<file path="config.mk">
export PLATFORM = sky130hd
export DESIGN_NAME = mul_acc_flat
export DESIGN_NICKNAME = d
export VERILOG_FILES = /design/src/rtl/mul_acc_if.sv /design/src/rtl/mul_acc.sv /design/src/flat_wrapper.sv
export SDC_FILE = /design/constraint.sdc
export NUM_CORES = 1
export LEC_CHECK = 0
export BUFFER_PORTS_ARGS = -buffer_cell sky130_fd_sc_hd__buf_2
export CAP_MARGIN = 20
export CORE_ASPECT_RATIO = 0.5
export CORE_MARGIN = 2
export CORE_UTILIZATION = 49
export CTS_CLUSTER_DIAMETER = 120
export DETAILED_ROUTE_END_ITERATION = 7
export PLACE_DENSITY_LB_ADDON = 0.25
export REMOVE_ABC_BUFFERS = 1
export SYNTH_ARGS = -nofsm -noshare
export SYNTH_HDL_FRONTEND = slang
export SYNTH_SLANG_ARGS = --single-unit
</file>
<file path="constraint.sdc">
create_clock -name clk -period 3.4 [get_ports clk]
set_input_delay 0.51 -clock clk [delete_from_list [all_inputs] [get_ports clk]]
set_output_delay 0.51 -clock clk [all_outputs]
set_load 0.1 [all_outputs]
</file>
<file path="src/rtl/mul_acc_if.sv">
// Stream bundle between the shift-multiply stage, mul_acc and the frame consumer.
// Latency: none, wires only.
// Backpressure: in_valid/in_ready on the operand side, out_valid/out_ready on the result side.
//
// Signals:
//   in_valid, in_ready          operand handshake
//   a, mul2, mul4, mul8, be4    raw operand and the upstream products of it
//   sel                         term select, travels with the operand
//   out_valid, out_ready        frame result handshake
//   sum, be4_cnt, ovf           frame result
// Modports: master = producer/consumer side, slave = mul_acc.
interface mul_acc_if #(
  parameter int ACC_W = 12
);
  logic             in_valid;
  logic             in_ready;
  logic [3:0]       a;
  logic [7:0]       mul2;
  logic [7:0]       mul4;
  logic [7:0]       mul8;
  logic             be4;
  logic [1:0]       sel;
  logic             out_valid;
  logic             out_ready;
  logic [ACC_W-1:0] sum;
  logic [3:0]       be4_cnt;
  logic             ovf;

  modport master (
    output in_valid, a, mul2, mul4, mul8, be4, sel, out_ready,
    input  in_ready, out_valid, sum, be4_cnt, ovf
  );

  modport slave (
    input  in_valid, a, mul2, mul4, mul8, be4, sel, out_ready,
    output in_ready, out_valid, sum, be4_cnt, ovf
  );
endinterface

</file>
<file path="src/rtl/mul_acc.sv">
// Frame accumulator: sums a selected scaled term over N_SAMPLES operands, counts multiples of 4.
// Latency: 1 cycle from the final accept edge to out_valid; one operand per cycle while accumulating.
// Backpressure: in_ready low while a result waits; result held stable until out_ready.
//
// Ports:
//   clk        single clock, rising edge
//   rst_n      synchronous active-low reset
//   bus        mul_acc_if.slave: operand handshake + products in, frame result handshake out
// Parameters:
//   N_SAMPLES  operands per frame (1..15)
//   ACC_W      accumulator width (>= 8)
// Build option:
//   MUL_ACC_SAT_EN  when defined, the accumulator clamps at 2^ACC_W-1 on carry-out instead of
//                   wrapping; ovf is set on carry-out either way.
module mul_acc #(
  parameter int N_SAMPLES = 8,
  parameter int ACC_W     = 12
) (
  input logic      clk,
  input logic      rst_n,
  mul_acc_if.slave bus
);

  typedef enum logic {
    ACC  = 1'b0,
    DONE = 1'b1
  } state_t;

  // Counter value of the operand that closes the frame.
  localparam logic [3:0] LAST_IDX = 4'(N_SAMPLES - 1);

  state_t           state;
  logic [ACC_W-1:0] acc;
  logic [3:0]       cnt;
  logic [3:0]       be4_cnt;
  logic             ovf;
  logic             in_ready;
  logic             out_valid;

  logic [7:0]       term8;
  logic [ACC_W:0]   add;
  logic             carry;
  logic [ACC_W-1:0] acc_next;
  logic             accept;

  // Products come from upstream already shifted; they are used as-is.
  always_comb begin
    term8 = 8'd0;
    case (bus.sel)
      2'd0:    term8 = {4'b0000, bus.a};
      2'd1:    term8 = bus.mul2;
      2'd2:    term8 = bus.mul4;
      default: term8 = bus.mul8;
    endcase
  end

  // One extra bit on the adder exposes the carry out of ACC_W bits.
  assign add   = {1'b0, acc} + (ACC_W + 1)'(term8);
  assign carry = add[ACC_W];

`ifdef MUL_ACC_SAT_EN
  // Once clamped, any further non-zero term carries again, so the
  // accumulator stays pinned at full scale for the rest of the frame.
  assign acc_next = carry ? {ACC_W{1'b1}} : add[ACC_W-1:0];
`else
  assign acc_next = add[ACC_W-1:0];
`endif

  // in_ready is only ever high in ACC, but the state term keeps the
  // accept condition self-evident.
  assign accept = (state == ACC) && bus.in_valid && in_ready;

  always_ff @(posedge clk) begin
    if (!rst_n) begin
      state     <= ACC;
      acc       <= '0;
      cnt       <= 4'd0;
      be4_cnt   <= 4'd0;
      ovf       <= 1'b0;
      in_ready  <= 1'b0;
      out_valid <= 1'b0;
    end else begin
      case (state)
        ACC: begin
          // Raised on the first edge out of reset and kept up while accumulating.
          in_ready <= 1'b1;
          if (accept) begin
            acc     <= acc_next;
            be4_cnt <= be4_cnt + {3'b000, bus.be4};
            ovf     <= ovf | carry;
            if (cnt == LAST_IDX) begin
              // Final term lands in acc on this same edge, so the result is
              // complete when out_valid appears.
              cnt       <= cnt;
              state     <= DONE;
              in_ready  <= 1'b0;
              out_valid <= 1'b1;
            end else begin
              cnt <= cnt + 4'd1;
            end
          end
        end

        DONE: begin
          // Operand side is closed; in_valid is ignored here.
          in_ready <= 1'b0;
          if (out_ready_q()) begin
            state     <= ACC;
            acc       <= '0;
            cnt       <= 4'd0;
            be4_cnt   <= 4'd0;
            ovf       <= 1'b0;
            out_valid <= 1'b0;
            in_ready  <= 1'b1;
          end
        end

        default: begin
          state     <= ACC;
          in_ready  <= 1'b0;
          out_valid <= 1'b0;
        end
      endcase
    end
  end

  // Output handshake: out_valid is registered, so this is the edge on
  // which the consumer takes the frame.
  function automatic logic out_ready_q();
    return out_valid && bus.out_ready;
  endfunction

  assign bus.in_ready  = in_ready;
  assign bus.out_valid = out_valid;
  assign bus.sum       = acc;
  assign bus.be4_cnt   = be4_cnt;
  assign bus.ovf       = ovf;

endmodule

</file>
<file path="src/flat_wrapper.sv">
// flat-port wrapper written by rule: the top's interface ports become plain ports
module mul_acc_flat 
#(
  parameter int N_SAMPLES = 8,
  parameter int ACC_W     = 12
)
  (clk, rst_n, bus_in_valid, bus_a, bus_mul2, bus_mul4, bus_mul8, bus_be4, bus_sel, bus_out_ready, bus_in_ready, bus_out_valid, bus_sum, bus_be4_cnt, bus_ovf);
  mul_acc_if #(.ACC_W(ACC_W)) bus_i ();
  input logic clk;
  input logic rst_n;
  input wire logic [$bits(bus_i.in_valid)-1:0] bus_in_valid;
  input wire logic [$bits(bus_i.a)-1:0] bus_a;
  input wire logic [$bits(bus_i.mul2)-1:0] bus_mul2;
  input wire logic [$bits(bus_i.mul4)-1:0] bus_mul4;
  input wire logic [$bits(bus_i.mul8)-1:0] bus_mul8;
  input wire logic [$bits(bus_i.be4)-1:0] bus_be4;
  input wire logic [$bits(bus_i.sel)-1:0] bus_sel;
  input wire logic [$bits(bus_i.out_ready)-1:0] bus_out_ready;
  output wire logic [$bits(bus_i.in_ready)-1:0] bus_in_ready;
  output wire logic [$bits(bus_i.out_valid)-1:0] bus_out_valid;
  output wire logic [$bits(bus_i.sum)-1:0] bus_sum;
  output wire logic [$bits(bus_i.be4_cnt)-1:0] bus_be4_cnt;
  output wire logic [$bits(bus_i.ovf)-1:0] bus_ovf;
  assign bus_i.in_valid = bus_in_valid;
  assign bus_i.a = bus_a;
  assign bus_i.mul2 = bus_mul2;
  assign bus_i.mul4 = bus_mul4;
  assign bus_i.mul8 = bus_mul8;
  assign bus_i.be4 = bus_be4;
  assign bus_i.sel = bus_sel;
  assign bus_i.out_ready = bus_out_ready;
  assign bus_in_ready = bus_i.in_ready;
  assign bus_out_valid = bus_i.out_valid;
  assign bus_sum = bus_i.sum;
  assign bus_be4_cnt = bus_i.be4_cnt;
  assign bus_ovf = bus_i.ovf;
  mul_acc #(.N_SAMPLES(N_SAMPLES), .ACC_W(ACC_W)) u_core (.clk(clk), .rst_n(rst_n), .bus(bus_i));
endmodule
</file>
==> results.yml, run 1 <==
run_status:
  status: "complete, no violations"
floorplan:
  initial_core_util_pct: 50.6
  ioPinCount: 54
  core_area_um2: 2940
  die_area_um2: 3520
  num_rows: 14
  die_x_um: 81.9
  die_h_um: 43.0
sta:
  setup_viol: 0
  worstMarginPinSlew_ns: 0.493
  period_needed_ns: 2.56
  timing.hold.ws_ns: 0.466
  timing.final.hold_violations: 0
  fmax_ghz: 0.391
  period_share_pct: 75.3
  rsz0062_at_grt: "no"
  setup_tns_ns: 0
  maxSlewHeadroom_pct: 67.3
  drv_slew: 0
  finalClockSkew_ns: 0.00234
power_and_ir_drop:
  power_density_nw_per_um2: 372
  vdd_drop_max_uv: 151
  leakage_nw: 0.835
worst_hold_path:
  hold_class: "reg2reg"
clock_network:
  cts_tree: "yes"
  clkLatencyLatePin_ns: 0.27
  cts-root-buf: "clkbuf_8"
  cts_resized: 0
  cts_made_buffers: 3
  cts.clk_slew.worst_paths_ns: 0.08
  cts_htree_levels: 1
  ctsLongestPathBuffers: 2
  cts_sinks: 24
  hold_buffers: 0
  postCtsSetupRepairBufs: 0
yosys:
  synth_commonest_cells: "dfxtp_1 (24), ha_1 (11), a21oi_1 (10), nor2_1 (10)"
  yosys_warnings: 0
  synth-edff-count: 0
  synth_area_per_cell_um2: 9.30
  syn_area_um2: 1490
  synth_top_area_share_pct: 32.3
  synth_xor_area_share_pct: 4.71
  ys_seq_area_share_pct: 32.3
  synth_top_family_by_area: "simple AND/OR/NAND/NOR gates"
  netlist_instances: 160
  synthSimpleGateAreaFrac_pct: 20.3
  synth_cell_type_count: 42
  synth.area.top_cells: "dfxtp_1 (32%), ha_1 (9.3%), mux4_2 (6.1%)"
  postSynth.asyncResetShare_pct: 0
  synthAdderAreaFrac_pct: 10.6
  ys.flop_type: "dfxtp_1"
  synth_seq_cells: 24
  yosysTopAreaCell: "dfxtp_1"
  synth_compound_area_share_pct: 19.5
  yosysMostFrequentCell: "dfxtp_1"
  synth_mux_area_share_pct: 9.84
place:
  routabilityCongestion: 0.854
  io_buffer_count: 53
  dp_hpwl_um: 2440
global_routing:
  grt_pass1_wl_um: 5140
  grt_max_degree: 20
  gr-total-overflow: 0
  grt_antenna_before_repair: 0
  grt_pass1_vias: 1203
  grt_usage_pct: 18.9
route:
  drtIter0Drc: 56
  routed_wl_um: 3150
  drc: 0
  dr.pass1.iters: 4
  wl_per_cell_um: 12.6
  via_per_inst: 5.38
  ant_nets: 0
  vias: 1345
layout:
  fin_nets: 259
  syn_to_final_growth_pct: 22.2
  num_antenna_cells: 0
  drive_gt1_share_pct: 33.3
worst_setup_path:
  crit_end: "u_core.bus.sum[10]"
  endpoint_kind: "flop"
  critical_path_class: "in2reg"
  startpoint_type: "input pin"
  rr_worst_depth: 8
  path_max_fanout: 9
  critPathArrivalTime_ns: 2.75
  critPathLaunch: "bus_sel[0]"
  rrSetupSlack_ns: 1.22
  cp.required_ns: 3.59
  timing.rr.end: "u_core.bus.sum[10]"
  reg2reg_from: "u_core.bus.sum[0]"
job:
  maxCapViolations: 0
-- power by group --
part           switching (mW)  leakage [nW]  internal (mW)
registers             0.00791         0.195          0.291
clock network          0.0893        0.0216         0.0794
logic                   0.134         0.619         0.0740
-- layout by cell type (no fill, tap or decap), drive strengths merged, types with 4 or more instances in the layout --
| cell | n |
|---|---|
| a22o | 4 |
| mux2 | 5 |
| nor2 | 10 |
| dfxtp | 24 |
| a22oi | 4 |
| nor2b | 8 |
| a32o | 4 |
| nand3 | 7 |
| inv | 4 |
| o21ai | 6 |
| and2 | 6 |
| mux4 | 4 |
| ha | 11 |
| xor2 | 5 |
| a21oi | 10 |
| buf | 53 |
| nand2 | 9 |
-- worst max-delay path, cell delays in order --
cell	delay (ns)
buf_2	0.17
mux4_2	0.35
ha_1	0.17
inv_1	0.06
fa_1	0.37
nand2b_1	0.19
a211oi_1	0.29
nor2_1	0.13
or3_1	0.35
a21oi_1	0.16
-- how the worst min path moves through the flow --
stage | startpoint | endpoint | cells after the start
finish | u_core.bus.ovf | u_core.bus.ovf | 1
global route | u_core.bus.ovf | u_core.bus.ovf | 1
CTS | u_core.bus.ovf | u_core.bus.ovf | 1
detailed placement | u_core.bus.ovf | u_core.bus.ovf | 1
global placement | u_core.bus.ovf | u_core.bus.ovf | 1
floorplan | u_core.cnt[3] | u_core.cnt[3] | 2
-- final cells by class --
type	count	area, um^2
repair buffers	53	265
well taps	40	50.0
fillers	254	1120
clock buffers	3	41.3
flip-flops and latches	24	480
multi-input cells	126	966
inverters	4	15.0
-- logic make-up after synthesis --
| kind of cell | count (synthesis) |
|---|---|
| buffers and inverters | 10 |
| AO/OA/AOI/OAI | 42 |
| adder cells (fa/ha/maj) | 12 |
| XOR/XNOR | 8 |
| multiplexers | 9 |
| AND/OR/NAND/NOR | 55 |
| flip-flops | 24 |
-- metal layers --
metal | global-route usage [%] | up-vias | part of all wire [%]
li1 | - | 697 | -
met1 | 26.4 | 598 | 50
met2 | 29.8 | 50 | 43
met3 | 5.11 | 0 | 6.9
met4 | 3.00 | 0 | 0
met5 | 0 | - | 0
-- metrics by stage --
stage          cells  worst slack, ns  power (mW)  instance area (um^2)  util [%]
6_report         250            0.841       0.675                  1820      61.8
5_1_grt          250            0.710       0.712                  1820      61.8
4_1_cts          250            0.831       0.681                  1820      61.8
3_5_place_dp     247            0.577       0.513                  1780      60.4
3_3_place_gp     247            0.637       0.511                  1780      60.4
2_1_floorplan    154            0.686       0.462                  1460         -
-- state kept, by name (all words and copies together) (netlist names) --
name / count
u_core.cnt: 4
u_core.bus.out_valid: 1
u_core.bus.be4_cnt: 4
u_core.state: 1
u_core.bus.ovf: 1
u_core.bus.sum: 12
u_core.bus.in_ready: 1
(Power assumes the default switching activity.)
==> run 2: changes to the inputs <==
CORE_UTILIZATION = 44   (was 49)
clock period = 2.2 ns   (was 3.4 ns; I/O delays follow)
==> results.yml, run 2 (synthesis results as in run 1) <==
job:
  maxCapViolations: 0
clock_network:
  cts_htree_levels: 1
  clkLatencyLatePin_ns: 0.27
  ctsLongestPathBuffers: 2
  cts_tree: "yes"
  cts_made_buffers: 3
  cts-root-buf: "clkbuf_8"
  cts_sinks: 24
  hold_buffers: 0
  cts.clk_slew.worst_paths_ns: 0.09
worst_setup_path:
  reg2reg_from: "u_core.bus.sum[0]"
  critPathArrivalTime_ns: 2.32
  max_stage_delay_ns: 0.37
  critical_path_class: "in2reg"
  path_max_fanout: 9
  startpoint_type: "input pin"
  cp.required_ns: 2.40
  endpoint_kind: "flop"
  critPathLaunch: "bus_sel[0]"
  critical_path.cell_chain: "buf_8, mux4_2, ha_4, inv_1, fa_1, nand2b_4, a211oi_4, nor2_1, or3_1, a21oi_1"
  cp_slowest_cell: "fa_1"
route:
  wl_per_cell_um: 14.4
  drtIter0Drc: 51
  ant_nets: 0
  routed_wl_um: 3820
  vias: 1459
  via_per_inst: 5.48
  drc: 0
  dr.pass1.iters: 4
sta:
  timing.final.hold_violations: 0
  maxSlewHeadroom_pct: 67.7
  finalClockSkew_ns: 0.00420
  worstMarginPinSlew_ns: 0.488
  period_needed_ns: 2.12
  period_share_pct: 96.2
  setup_tns_ns: 0
  fmax_ghz: 0.473
  drv_slew: 0
  rsz0062_at_grt: "yes"
  setup_viol: 0
  finalWorstSetupSlack_ns: 0.0846
layout:
  drive_gt1_share_pct: 43.4
  fillers: 253
  num_antenna_cells: 0
  final_cell_mix: "buf_2 (52), dfxtp_1 (24), buf_4 (15)"
  fin_nets: 274
  final_util_pct: 66.5
  largest_reg_flops: 12
  layout_commonest_cell: "buf_2"
  syn_to_final_growth_pct: 39.3
  design_area_um2: 2070
global_routing:
  grt_max_degree: 19
  gr-total-overflow: 0
  grt_pass1_vias: 1384
  grt_usage_pct: 20.5
  grt_pass1_wl_um: 6200
  grt_antenna_before_repair: 0
run_status:
  status: "complete, no violations"
power_and_ir_drop:
  combPwrFrac_pct: 31.6
  pwr-share-clk_pct: 31.2
  pwr-share-seq_pct: 37.2
  switchingPower_mw: 0.400
  power_density_nw_per_um2: 605
  p_sw_share_pct: 31.9
  leakage_nw: 0.940
  intPower_mw: 0.853
  vdd_drop_max_uv: 246
floorplan:
  die_h_um: 45.1
  core_area_um2: 3120
  initial_core_util_pct: 47.7
  die_x_um: 86.2
  num_rows: 14
  ioPinCount: 54
  die_area_um2: 3890
place:
  io_buffer_count: 53
  routabilityCongestion: 0.781
  dp_hpwl_um: 2800
  placed_area_um2: 1880
  pre_cts_ws_ns: -0.435
worst_hold_path:
  hp-start: "bus_out_ready"
  hold_class: "in2reg"
run 2: timing repair:
item,CTS,global route
setup buffers,0,1
cloned,0,0
resized for setup,7,12
pin swaps,1,5
endpoints found under the setup margin,6,6
run 2: power by group through the flow:
stage | sequential, mW | combinational [mW] | clock [mW]
detailed placement | 0.473 | 0.353 | 0
finish | 0.466 | 0.396 | 0.391
floorplan | 0.569 | 0.145 | 0
global route | 0.469 | 0.426 | 0.418
CTS | 0.464 | 0.369 | 0.398
global placement | 0.472 | 0.347 | 0
run 2: cell type report:
type                       count  area [um^2]  share of cell area [%]
multi-input combinational    126         1070                    51.5
sequential                    24          480                    23.2
timing repair buffer          68          388                    18.7
tap                           40         50.0                    2.42
clock buffer                   3         41.3                    1.99
clock inverter                 1         30.0                    1.45
inverter                       4         15.0                   0.725
run 2: final timing paths:
check	depth (start not counted)	end	slack, ns
min	4	u_core.state	0.43
max reg2reg	8	u_core.bus.sum[10]	0.20
min reg2reg	1	u_core.bus.ovf	0.48
max	10	u_core.bus.sum[10]	0.08
run 2: per-stage QoR:
step                      hold WS (ns)  total power, mW  std cells
after floorplan                  0.452            0.714        154
after global placement           0.458            0.819        261
after detailed placement         0.464            0.826        261
after CTS                        0.432             1.23        265
after global routing             0.441             1.31        266
final                            0.431             1.25        266
run 2: worst max-delay path: cells and delay by family:
family,cells,cell delay [ns]
and+or+nand+nor,3,0.60
adders and majority gates,2,0.50
buffers and inverters,2,0.17
muxes,1,0.35
AOI/OAI and AO/OA,2,0.35
run 2: per-layer routing:
layer,vias to the layer above,wire [um],global-route usage (%)
met5,-,0,0
met4,0,37,6.25
met3,4,247,4.75
met2,55,1810,36.3
met1,671,1720,25.6
li1,729,-,-
